`src/rtl/otter_cu_fsm.sv`:
```
// -----------------------------------------------------------------------------
// otter_cu_fsm
//
// Multicycle control FSM for the Otter RV32I core. It steps every instruction
// through FETCH, EXEC and, for loads only, WB. Between instructions it can
// divert through INTR to enter an interrupt handler. It runs beside the
// combinational control decoder. Both blocks decode the same ir fields.
// int_taken tells the decoder to select mtvec as the next PC.
//
// Ports:
//   CLK        system clock, rising edge active
//   RST        asynchronous active-high reset
//   intr       interrupt request (level, already gated by mie)
//   opcode     ir[6:0]
//   func3      ir[14:12]
//   pcWrite    PC register load enable
//   regWrite   register file write enable
//   memWE2     data-port write enable
//   memRDEN1   instruction-port read enable
//   memRDEN2   data-port read enable
//   reset      synchronous clear to the PC and datapath
//   csr_WE     CSR file write enable
//   int_taken  interrupt entry (decoder selects mtvec; CSR saves mepc)
//   mret_exec  MRET executing (CSR file restores mie)
//
// Build option:
//   OTTER_CU_INTR_SYNC_EN - when defined, intr passes through a 2-flop
//   synchronizer before the FSM samples it. This adds 2 cycles of latency.
//   When undefined, intr is assumed to be synchronous to CLK.
//
// Only the state register (and the optional synchronizer) is sequential.
// The outputs are decoded from state, so the asynchronous reset reaches the
// outputs in the same cycle that RST is asserted.
// -----------------------------------------------------------------------------
module otter_cu_fsm (
  input  logic       CLK,
  input  logic       RST,
  input  logic       intr,
  input  logic [6:0] opcode,
  input  logic [2:0] func3,
  output logic       pcWrite,
  output logic       regWrite,
  output logic       memWE2,
  output logic       memRDEN1,
  output logic       memRDEN2,
  output logic       reset,
  output logic       csr_WE,
  output logic       int_taken,
  output logic       mret_exec
);

  typedef enum logic [2:0] {
    ST_INIT  = 3'd0,
    ST_FETCH = 3'd1,
    ST_EXEC  = 3'd2,
    ST_WB    = 3'd3,
    ST_INTR  = 3'd4
  } state_t;

  localparam logic [6:0] OP_LUI    = 7'b0110111;
  localparam logic [6:0] OP_AUIPC  = 7'b0010111;
  localparam logic [6:0] OP_JAL    = 7'b1101111;
  localparam logic [6:0] OP_JALR   = 7'b1100111;
  localparam logic [6:0] OP_BRANCH = 7'b1100011;
  localparam logic [6:0] OP_LOAD   = 7'b0000011;
  localparam logic [6:0] OP_STORE  = 7'b0100011;
  localparam logic [6:0] OP_IMM    = 7'b0010011;
  localparam logic [6:0] OP_RG3    = 7'b0110011;
  localparam logic [6:0] OP_SYS    = 7'b1110011;

  localparam logic [2:0] F3_MRET   = 3'b000;
  localparam logic [2:0] F3_CSRRW  = 3'b001;

  state_t state;
  state_t next_state;
  logic   intr_s;

`ifdef OTTER_CU_INTR_SYNC_EN
  logic [1:0] intr_sync;

  // Two-flop synchronizer for an intr source that is not synchronous to CLK.
  always_ff @(posedge CLK or posedge RST) begin
    if (RST) begin
      intr_sync <= 2'b00;
    end else begin
      intr_sync <= {intr_sync[0], intr};
    end
  end

  assign intr_s = intr_sync[1];
`else
  assign intr_s = intr;
`endif

  // State register. An asynchronous reset aborts any instruction in flight.
  always_ff @(posedge CLK or posedge RST) begin
    if (RST) begin
      state <= ST_INIT;
    end else begin
      state <= next_state;
    end
  end

  // Next-state logic and output decode.
  // intr is sampled only on the last cycle of an instruction.
  always_comb begin
    next_state = ST_INIT;
    pcWrite    = 1'b0;
    regWrite   = 1'b0;
    memWE2     = 1'b0;
    memRDEN1   = 1'b0;
    memRDEN2   = 1'b0;
    reset      = 1'b0;
    csr_WE     = 1'b0;
    int_taken  = 1'b0;
    mret_exec  = 1'b0;

    case (state)
      ST_INIT: begin
        reset      = 1'b1;
        next_state = ST_FETCH;
      end

      ST_FETCH: begin
        memRDEN1   = 1'b1;
        next_state = ST_EXEC;
      end

      ST_EXEC: begin
        // Every non-load opcode finishes here, so intr is sampled here.
        // A load defers both its PC update and the intr sample to WB.
        if (intr_s) begin
          next_state = ST_INTR;
        end else begin
          next_state = ST_FETCH;
        end

        case (opcode)
          OP_LOAD: begin
            memRDEN2   = 1'b1;
            next_state = ST_WB;
          end
          OP_STORE: begin
            memWE2  = 1'b1;
            pcWrite = 1'b1;
          end
          OP_BRANCH: begin
            pcWrite = 1'b1;
          end
          OP_LUI, OP_AUIPC, OP_JAL, OP_JALR, OP_IMM, OP_RG3: begin
            pcWrite  = 1'b1;
            regWrite = 1'b1;
          end
          OP_SYS: begin
            pcWrite = 1'b1;
            if (func3 == F3_CSRRW) begin
              regWrite = 1'b1;
              csr_WE   = 1'b1;
            end else if (func3 == F3_MRET) begin
              mret_exec = 1'b1;
            end else begin
              mret_exec = 1'b0;
            end
          end
          default: begin
            // An unknown opcode is executed as a NOP; it does not trap.
            pcWrite = 1'b1;
          end
        endcase
      end

      ST_WB: begin
        regWrite = 1'b1;
        pcWrite  = 1'b1;
        if (intr_s) begin
          next_state = ST_INTR;
        end else begin
          next_state = ST_FETCH;
        end
      end

      ST_INTR: begin
        // intr is still high here until the handler clears it.
        // Ignoring intr in this state prevents a second interrupt entry.
        int_taken  = 1'b1;
        pcWrite    = 1'b1;
        next_state = ST_FETCH;
      end

      default: begin
        // An illegal encoding behaves like INIT and recovers through it.
        reset      = 1'b1;
        next_state = ST_INIT;
      end
    endcase
  end

endmodule

```
`config.mk`:
```
export PLATFORM = sky130hd
export DESIGN_NAME = otter_cu_fsm
export DESIGN_NICKNAME = d
export VERILOG_FILES = /design/src/rtl/otter_cu_fsm.sv
export SDC_FILE = /design/constraint.sdc
export NUM_CORES = 1
export LEC_CHECK = 0
export ABC_AREA = 1
export CORE_AREA = 10 10 47 49
export CTS_CLUSTER_SIZE = 24
export DETAILED_ROUTE_END_ITERATION = 8
export DIE_AREA = 0 0 57 59
export SLEW_MARGIN = 20
export SYNTH_ARGS = -nofsm -noshare
export SYNTH_HDL_FRONTEND = slang
export SYNTH_SLANG_ARGS = --single-unit
```
`constraint.sdc`:
```
create_clock -name CLK -period 1.6 [get_ports CLK]
set_input_delay 0.48 -clock CLK [delete_from_list [all_inputs] [get_ports CLK]]
set_output_delay 0.48 -clock CLK [all_outputs]
set_load 0.05 [all_outputs]
```
==> results.md <==
- The worst reg2reg path startpoint is state[2].
- The number of slew-limit violations in the final report is 0.
- The kind of start point of the critical path is a flip-flop.
- The peak clock frequency supported by timing is 0.547 GHz.
- The floorplan step defined a die boundary enclosing 0.00336 sq mm.
- The fraction of post-synthesis cell area in the top cell type by area is 21.0%.
- The final critical delay including setup and external delays is 1830 ps.
- Summing internal, switching and leakage power gives 1.42 mW.
- The critical path data arrival time is 1350 ps.
- The total of max-cap violations is 0.
- Detailed placement finished with a half-perimeter wire length of 1060 um.
- In the final layout, the registers with the most flip-flops are state x3.
- The CTS buffer count is 3.
- On the worst path, the slowest cell contributes a delay of 380 ps.
- In this run the tool buffered the top-level ports with 21 buffer cells.
- By area the synthesized netlist is led by sky130_fd_sc_hd__dfrtp_1 21%, sky130_fd_sc_hd__nand2_1 20%, sky130_fd_sc_hd__inv_1 9.4%.
- The number of different library cells in the post-synthesis netlist is 16.
- The number of antenna diodes in the final layout is 0.
- The flow ran to the end, but the final reports show violations.
- The kind of cell with the highest combined delay along the critical path is flip-flops.
- Of the available clock period, the critical path in the final layout requires 114%.
- The total grt overflow is 0.
- The timing endpoint of the critical path is mret_exec.
- The tightest min-delay check is of the in -> async type.
- In this run the cell area of the synthesized design comes to 358 sq um.
- After the first detailed-routing iteration, the DRC count stood at 1.
- The slack of the critical path is -228 ps.
- Of all cell types, the one taking the most synthesized area is sky130_fd_sc_hd__dfrtp_1.
- For this run, the post-layout net count is 117.
- The slowest stage of the critical path is the sky130_fd_sc_hd__dfrtp_1 cell.
- The power per cell area is 1530 mW/mm^2.
- The sequential fraction of the synthesis area is 21.0%.
- The clock slew seen by the registers of the worst setup and hold paths is 30 ps.
- At the placement stage, the worst setup path has a slack of -591 ps.
- The region available for standard cell placement spans 0.00140 sq mm.
- The weighted congestion reported at the end of routability-driven placement is 0.752.
- The clock insertion delay at the later pin of the skew report is 220 ps.
- The tightest hold path in the finished design has a slack of 424 ps.
- The normalized max-slew margin is 83.1%.
- The worst setup path is captured at a primary output.
- In this run the worst path has a maximum fanout of 4.
- The number of clock sinks seen by CTS is 3.
- Dividing the synthesized area by the synthesized cell count gives 5.87 sq um.
- The total of warnings raised by yosys is 0.
- The startpoint-to-endpoint class of the critical path is reg -> out.
- The maximum level of the CTS H-tree is 1.
- The top register by number of flip-flops is state.
- The count of pins on the block boundary is 22.
- The number of global-route vias before repair came to 477.
- The global-route usage over all layers is 6.79%.
- For this design the static power due to leakage is 0.450 nW.
- The final antenna-violating net count is 0.
- The cell that appears most often on the critical path is sky130_fd_sc_hd__nor2_4.
- The die is 57 um wide.
- TritonCTS built the clock tree.
- The first detailed-routing pass took 4 iterations.
- In this run the vertical extent of the chip is 59 um.
- Synthesis produced a netlist with a net count of 74.
- The share of final-layout standard cells stronger than drive strength 1 is 67.0%.
- The final reports fail on negative setup slack.
- In the synthesized netlist, the number of instances is 61.
- The largest net degree at the start of global routing is 6.
- Walking the worst path, the cells encountered are inv_2 > nand2_4 > nor2_4 > buf_4 > nand2_2 > nor2_4 > buf_12.
- The initial utilization of the core area, before any placement, comes to 25.5%.
- The number of stages on the worst setup path is 7.
- The first global-routing pass estimated 1930 um of wire.
- The length in cells of the worst reg-to-reg path is 7.
- The endpoint identified for the worst register-to-register timing path is state[1].
- The initial antenna violation count is 0.
- The critical path startpoint is state[2].
- The detailed-route via count is 504.
- The worst-case clock buffer depth is 2.
- The floorplan has 14 rows.
- Between clock sinks in the finished design, the worst skew comes to 0.110 ps.
- The number of flip-flops in the largest register is 3.
- The clock tree root buffer cell is sky130_fd_sc_hd__clkbuf_4.
- After filler insertion, the fill cell instance count of the layout stands at 127.
- After detailed routing, the number of vias per cell comes to 4.24.
- The sum of routed wire length over all layers is 1290 um.
- Setup repair after global routing could not meet its margin everywhere.
- The worst path buffer plus inverter count is 3.
- The quantity of hold-fixing buffers added after cts is 0.
- The worst-case IR drop observed on VDD is 1.14 mV.
- The number of flip-flops and latches in the synthesized netlist is 3.
- The area growth from synthesis to final layout is 158%.
- The setup slack of the most critical reg-to-reg path is 430 ps.
- The remaining design rule violation count is 0.
- Data on the critical path is required at its endpoint by 1120 ps.
- The count of endpoints failing setup in the final report is 9.
- After detailed routing, the average wire length per cell comes to 10.8 um.
- At the pin with the least slew margin, the transition time is 251 ps.
- The number of endpoints with negative hold slack in the final report came to 0.
[logic make-up after synthesis]
group / Yosys count / share of synthesized area (%)
AND/OR/NAND/NOR: 43 / 61.9
buffers and inverters: 13 / 13.6
AO/OA/AOI/OAI: 2 / 3.50
flip-flops: 3 / 21.0
[Yosys cell counts]
library cell,n
sky130_fd_sc_hd__inv_1,9
sky130_fd_sc_hd__a21boi_1,1
sky130_fd_sc_hd__nand4_2,1
sky130_fd_sc_hd__nor4_2,1
sky130_fd_sc_hd__nand2_4,1
sky130_fd_sc_hd__o21ai_1,1
sky130_fd_sc_hd__nor2_1,8
sky130_fd_sc_hd__or2_1,2
sky130_fd_sc_hd__nor2_4,2
sky130_fd_sc_hd__inv_2,4
sky130_fd_sc_hd__nand2_1,19
sky130_fd_sc_hd__dfrtp_1,3
sky130_fd_sc_hd__nor3_1,2
sky130_fd_sc_hd__nand3b_1,1
sky130_fd_sc_hd__nand3_1,5
sky130_fd_sc_hd__nor2_2,1
[per-layer routing]
metal | wire, um | track usage (%)
met1 | 512 | 7.13
met5 | 0 | 0
met4 | 0 | 2.01
met2 | 708 | 12.9
met3 | 66 | 1.72
[power breakdown]
group	internal, mW	switching [mW]	leakage [nW]
clock network	0.0931	0.0330	0.0150
registers	0.112	0.0436	0.0370
logic	0.543	0.590	0.398
[layout by cell type, fill, tap and decap left out, types with 2 or more instances in the layout]
cell | netlist | final
sky130_fd_sc_hd__buf_4 | 0 | 14
sky130_fd_sc_hd__nand2_1 | 19 | 13
sky130_fd_sc_hd__buf_12 | 0 | 9
sky130_fd_sc_hd__buf_2 | 0 | 7
sky130_fd_sc_hd__inv_1 | 9 | 6
sky130_fd_sc_hd__nor2_2 | 1 | 6
sky130_fd_sc_hd__buf_6 | 0 | 5
sky130_fd_sc_hd__inv_2 | 4 | 4
sky130_fd_sc_hd__nand2_2 | 0 | 4
sky130_fd_sc_hd__nor2_4 | 2 | 4
sky130_fd_sc_hd__nand3_1 | 5 | 3
sky130_fd_sc_hd__nand2_4 | 1 | 3
sky130_fd_sc_hd__clkbuf_4 | 0 | 3
sky130_fd_sc_hd__inv_4 | 0 | 2
sky130_fd_sc_hd__nand3_2 | 0 | 2
sky130_fd_sc_hd__or2_1 | 2 | 2
sky130_fd_sc_hd__clkdlybuf4s50_1 | 0 | 2
sky130_fd_sc_hd__dfrtp_1 | 3 | 2
[through the flow]
| stage | setup TNS (ps) | instance area [sq um] | instances | utilization (%) |
|---|---|---|---|---|
| after floorplan | -909 | 427 | 61 | - |
| after global placement | -3130 | 822 | 108 | 58.7 |
| after detailed placement | -3330 | 822 | 108 | 58.7 |
| after CTS | -1530 | 877 | 115 | 62.6 |
| after global routing | -2110 | 923 | 119 | 65.9 |
| final | -1470 | 923 | 119 | 65.9 |
[final cells by class]
class | instances | area (sq um) | share of cell area, %
multi-input cells | 45 | 337 | 36.4
repair buffers | 38 | 407 | 44.0
clock buffers | 4 | 26.3 | 2.85
inverters | 13 | 57.6 | 6.23
well taps | 16 | 20.0 | 2.17
flip-flops and latches | 3 | 76.3 | 8.27
[worst min-delay path by stage]
stage          endpoint  cells past startpoint  slack [ps]  startpoint
6_report       state[2]                      2         420         RST
5_1_grt        state[2]                      2         420         RST
4_1_cts        state[1]                      2         420         RST
3_5_place_dp   state[1]                      2         590    state[2]
3_3_place_gp   state[1]                      2         570    state[2]
2_1_floorplan  state[1]                      1         230         RST
[repair_timing]
item | in CTS | in global routing
cloned | 0 | 0
endpoints found under the setup margin | 9 | 9
gates resized for setup | 51 | 4
pin swaps | 10 | 5
buffers inserted | 3 | 4
No activity file was read; power rests on OpenSTA's default activity.
